<file path="config.mk">
export PLATFORM = sky130hd
export DESIGN_NAME = if_fetch_unit
export DESIGN_NICKNAME = d
export VERILOG_FILES = /design/src/rtl/if_fetch_unit.sv
export SDC_FILE = /design/constraint.sdc
export NUM_CORES = 1
export LEC_CHECK = 0
export CAP_MARGIN = 40
export CORE_MARGIN = 3
export CORE_UTILIZATION = 35
export DETAILED_ROUTE_END_ITERATION = 10
export PLACE_DENSITY = 0.57
export SLEW_MARGIN = 5
export SYNTH_ARGS = -nofsm -noshare
export SYNTH_HDL_FRONTEND = slang
export SYNTH_SLANG_ARGS = --single-unit
</file>
<file path="constraint.sdc">
create_clock -name clk_i -period 6.5 [get_ports clk_i]
set_input_delay 1.3 -clock clk_i [delete_from_list [all_inputs] [get_ports clk_i]]
set_output_delay 1.3 -clock clk_i [all_outputs]
set_load 0.02 [all_outputs]
</file>
<file path="src/rtl/if_fetch_unit.sv">
`default_nettype none
// ============================================================================
//  Module      : if_fetch_unit
//  Description : Instruction-fetch stage. Owns the fetch PC, issues requests
//                to instruction memory over a req/ack handshake, absorbs
//                memory wait states and ID back-pressure with a one-entry
//                skid buffer, and applies branch redirects from ID.
//                Optional macro IF_PERF_CNT_EN adds fetch/wait counters.
//  Revision    : 1.0 - initial release
// ============================================================================
module if_fetch_unit #(
    parameter logic [31:0] RESET_PC   = 32'h0000_0000,
    parameter int unsigned INSN_BYTES = 4
) (
    input  logic        clk_i,
    input  logic        rst_i,
    input  logic        stall_i,
    input  logic        branch_i,
    input  logic [31:0] branch_target_i,
    output logic        imem_req_o,
    output logic [31:0] imem_addr_o,
    input  logic        imem_ack_i,
    input  logic [31:0] imem_rdata_i,
    output logic [31:0] pc_o,
    output logic [31:0] instruction_o,
    output logic        flush_o,
    output logic        bubble_o
`ifdef IF_PERF_CNT_EN
    ,
    output logic [31:0] fetch_cnt_o,
    output logic [31:0] wait_cnt_o
`endif
);

    localparam logic [31:0] PC_INC = 32'(INSN_BYTES);

    typedef enum logic [1:0] {
        IDLE = 2'd0,
        REQ  = 2'd1,
        FULL = 2'd2
    } state_t;

    state_t      state, state_n;
    logic        out_v, out_v_n;
    logic [31:0] out_pc, out_pc_n;
    logic [31:0] out_ins, out_ins_n;
    logic        sk_v, sk_v_n;
    logic [31:0] sk_pc, sk_pc_n;
    logic [31:0] sk_ins, sk_ins_n;
    logic [31:0] pc_q, pc_n;
    logic [31:0] addr_q, addr_n;
    logic        drop_q, drop_n;

    // State and datapath registers, asynchronously cleared.
    always_ff @(posedge clk_i or negedge rst_i) begin
        if (!rst_i) begin
            state   <= IDLE;
            out_v   <= 1'b0;
            out_pc  <= 32'h0;
            out_ins <= 32'h0;
            sk_v    <= 1'b0;
            sk_pc   <= 32'h0;
            sk_ins  <= 32'h0;
            pc_q    <= RESET_PC;
            addr_q  <= RESET_PC;
            drop_q  <= 1'b0;
        end else begin
            state   <= state_n;
            out_v   <= out_v_n;
            out_pc  <= out_pc_n;
            out_ins <= out_ins_n;
            sk_v    <= sk_v_n;
            sk_pc   <= sk_pc_n;
            sk_ins  <= sk_ins_n;
            pc_q    <= pc_n;
            addr_q  <= addr_n;
            drop_q  <= drop_n;
        end
    end

    // Next-state logic: fetch sequencing, skid handling and branch redirect.
    always_comb begin
        state_n   = state;
        out_v_n   = out_v;
        out_pc_n  = out_pc;
        out_ins_n = out_ins;
        sk_v_n    = sk_v;
        sk_pc_n   = sk_pc;
        sk_ins_n  = sk_ins;
        pc_n      = pc_q;
        addr_n    = addr_q;
        drop_n    = drop_q;

        case (state)
            IDLE: begin
                state_n = REQ;
                addr_n  = branch_i ? branch_target_i : pc_q;
            end
            REQ: begin
                if (branch_i) begin
                    // An ack in the branch cycle retires the old request, so
                    // the target can be requested at once; otherwise the
                    // pending response must be swallowed first.
                    if (imem_ack_i) begin
                        addr_n = branch_target_i;
                        drop_n = 1'b0;
                    end else begin
                        drop_n = 1'b1;
                    end
                end else if (imem_ack_i) begin
                    if (drop_q) begin
                        drop_n = 1'b0;
                        addr_n = pc_q;
                        if (!stall_i) begin
                            out_v_n = 1'b0;
                        end
                    end else begin
                        pc_n   = pc_q + PC_INC;
                        addr_n = pc_q + PC_INC;
                        if (!out_v || !stall_i) begin
                            out_v_n   = 1'b1;
                            out_pc_n  = addr_q;
                            out_ins_n = imem_rdata_i;
                        end else begin
                            sk_v_n   = 1'b1;
                            sk_pc_n  = addr_q;
                            sk_ins_n = imem_rdata_i;
                            state_n  = FULL;
                        end
                    end
                end else if (!stall_i) begin
                    out_v_n = 1'b0;
                end
            end
            FULL: begin
                if (branch_i) begin
                    addr_n  = branch_target_i;
                    state_n = REQ;
                end else if (!stall_i) begin
                    out_v_n   = sk_v;
                    out_pc_n  = sk_pc;
                    out_ins_n = sk_ins;
                    sk_v_n    = 1'b0;
                    addr_n    = pc_q;
                    state_n   = REQ;
                end
            end
            default: begin
                state_n = IDLE;
            end
        endcase

        // A redirect invalidates everything held and retargets the PC.
        if (branch_i) begin
            out_v_n = 1'b0;
            sk_v_n  = 1'b0;
            pc_n    = branch_target_i;
        end
    end

    assign imem_req_o    = (state == REQ);
    assign imem_addr_o   = addr_q;
    assign pc_o          = out_v ? out_pc  : 32'h0;
    assign instruction_o = out_v ? out_ins : 32'h0;
    assign flush_o       = branch_i;
    assign bubble_o      = ~out_v;

`ifdef IF_PERF_CNT_EN
    logic [31:0] fetch_cnt;
    logic [31:0] wait_cnt;
    logic        fetch_hit;
    logic        wait_hit;

    assign fetch_hit = (state == REQ) & imem_ack_i & ~drop_q & ~branch_i;
    assign wait_hit  = (state == REQ) & ~imem_ack_i;

    // Free-running performance counters, wrapping at 2^32.
    always_ff @(posedge clk_i or negedge rst_i) begin
        if (!rst_i) begin
            fetch_cnt <= 32'h0;
            wait_cnt  <= 32'h0;
        end else begin
            if (fetch_hit) begin
                fetch_cnt <= fetch_cnt + 32'd1;
            end
            if (wait_hit) begin
                wait_cnt <= wait_cnt + 32'd1;
            end
        end
    end

    assign fetch_cnt_o = fetch_cnt;
    assign wait_cnt_o  = wait_cnt;
`endif

endmodule
`default_nettype wire

</file>
==> impl_metrics.yaml <==
status:
  status: "completed"
logic_synthesis:
  syn-num-nets: 1002
  synth_top_area_share_pct: 50.2
  syn_area_per_cell_um2: 10.5
  syn-cell-area_um2: 9820
  syn_inst: 932
  ys_warn_count: 0
  yosysTopAreaCell: "dfrtp_1"
  yosys.cell_count.top_type: "dfrtp_1"
  synth_flop_cell: "dfrtp_1"
  synth-edff-count: 0
  ys_seq_area_share_pct: 50.2
  ys_seq_elements: 197
  synthArstFlopShare_pct: 100
  ys_top_cells_by_area: "dfrtp_1, mux2_2, mux2i_1"
  synth_commonest_cells: "dfrtp_1, nand2_1, o21ai_0"
  ys_types: 55
floorplan:
  die_h_um: 173
  die-width_um: 173
  core_area_um2: 27300
  pin_count: 168
  dieArea_um2: 30100
  rows: 60
  initial_core_util_pct: 36.0
sta:
  period_minus_slack_ps: 4140
  max_freq_ghz: 0.242
  setup_viol: 0
  worst_pin_slew_ps: 896
  drv_slew: 0
  max_slew_margin_pct: 40.3
  worst_hold_slack_ps: 476
  rsz0062_at_grt: "false"
  hold_viol: 0
  timing.final.crit_share_pct: 63.7
  setup_tns_ps: 0
  skew_ps: 10.2
final_layout:
  area_growth_pct: 26.3
  antenna_cells: 0
  drive_above_1_share_pct: 14.0
  nNetsFinal: 1135
clock_tree:
  cts_buffer_depth: 2
  cts_buffers: 17
  cts_resized: 0
  cts.sinks: 197
  cts-hold-fix-buffers: 0
  h-tree-depth: 4
  cts.reportedPaths.clkPinSlew_ps: 80
  cts_root_buf: "clkbuf_16"
  post_cts_buffers: 0
  clk_latency_ps: 430
  cts_tree: "yes"
placement:
  hpwl_mm: 16.9
  gp_congestion: 0.847
  port_buffers: 167
detailed_routing:
  wl_mm: 24.8
  drt_iter0_markers: 402
  vias: 7159
  drc_errors: 0
  first_pass_iters: 5
  wl_per_cell_um: 17.1
  viasPerCell: 4.94
  antenna_left: 0
worst_setup_path:
  cp-start-kind: "primary input"
  cp-end-kind: "output pin"
  cp.arrival_ps: 2840
  crit_fanout: 38
  r2r_slack_ps: 3200
  worstSetupPathType: "primary input to output pin"
  critical_path_required_ps: 5200
pwr:
  total_power_mw: 3.45
  ir_drop_mv: 0.121
  p_per_area_nw_per_um2: 278
  leakage_nw: 5.58
global_routing:
  grt_overflow: 0
  antenna_found_initial: 0
  grt_max_degree: 93
  grt_use_total_pct: 16.5
  first_global_vias: 7126
  grt_pass1_wl_mm: 40.1
run:
  cap_viol_max_count: 0
worst_hold_path:
  hold_path.class: "flop to flop"
## final cells by class
class	instances	area, um^2
clock buffer	18	439
clock inverter	14	148
fill	2608	14900
inverter	9	33.8
multi-input combinational	657	4530
sequential	197	4930
tap	372	465
timing repair buffer	183	1840
## per-layer routing
metal | share of wire, % | up-vias | global-route usage [%]
met5 | 0 | - | 0
met4 | 1.7 | 0 | 4.70
met3 | 4.8 | 26 | 3.72
met2 | 44 | 176 | 24.6
met1 | 49 | 3475 | 24.0
li1 | - | 3482 | -
## per-stage QoR
step	instance area [um^2]	utilization, %	instances	setup slack (ps)
2_1_floorplan	9820	-	932	3580
3_3_place_gp	11700	43.0	1413	2290
3_5_place_dp	11800	43.3	1418	2340
4_1_cts	12400	45.5	1450	2350
5_1_grt	12400	45.5	1450	2310
6_report	12400	45.5	1450	2360
## registers in the layout (all words and copies together) (netlist names)
signal / cells
state: 2
drop_q: 1
sk_v: 1
pc_q: 32
out_pc: 32
sk_pc: 32
sk_ins: 32
out_ins: 32
imem_addr_o: 32
out_v: 1
## critical path, cell delays in order
cell             delay, ps
clkdlybuf4s50_1        450
buf_4                  390
clkdlybuf4s50_1        700
## cell families after synthesis
| logic type | after synthesis | synth area share [%] |
|---|---|---|
| muxes | 156 | 17.0 |
| xor gates and xnor gates | 56 | 5.00 |
| AOI/OAI and AO/OA | 137 | 7.92 |
| DFF | 197 | 50.2 |
| and+or+nand+nor | 307 | 15.8 |
| buffers and inverters | 78 | 3.91 |
| adders and majority gates | 1 | 0.127 |
## path summary, 6_finish.rpt
path	start	depth (start not counted)	endpoint
setup / recovery	branch_i	3	flush_o
hold / removal	out_pc[0]	2	out_pc[0]
setup reg to reg	state[1]	7	out_pc[24]
hold reg to reg	out_pc[0]	2	out_pc[0]
max in group asynchronous	rst_i	2	out_v
min in group asynchronous	rst_i	1	sk_pc[6]
## power breakdown
| group | internal [mW] | switching, mW | total [mW] |
|---|---|---|---|
| sequential | 1.49 | 0.178 | 1.67 |
| combinational | 0.373 | 0.341 | 0.714 |
| clock | 0.552 | 0.511 | 1.06 |
| total | 2.42 | 1.03 | 3.45 |
## cells in the final DEF, fill, tap and decap left out, types with 8 or more instances in the layout
cell / n
o21ai_0: 93
nand2_1: 119
mux2_2: 86
and2_1: 66
buf_4: 12
nand3_1: 20
xnor2_1: 29
a21oi_1: 16
xor2_1: 27
nor2_1: 37
dfrtp_1: 196
clkbuf_16: 17
nor3_1: 16
nor4_1: 8
mux2i_1: 70
clkdlybuf4s50_1: 166
Power figures use the tool's default switching activity.
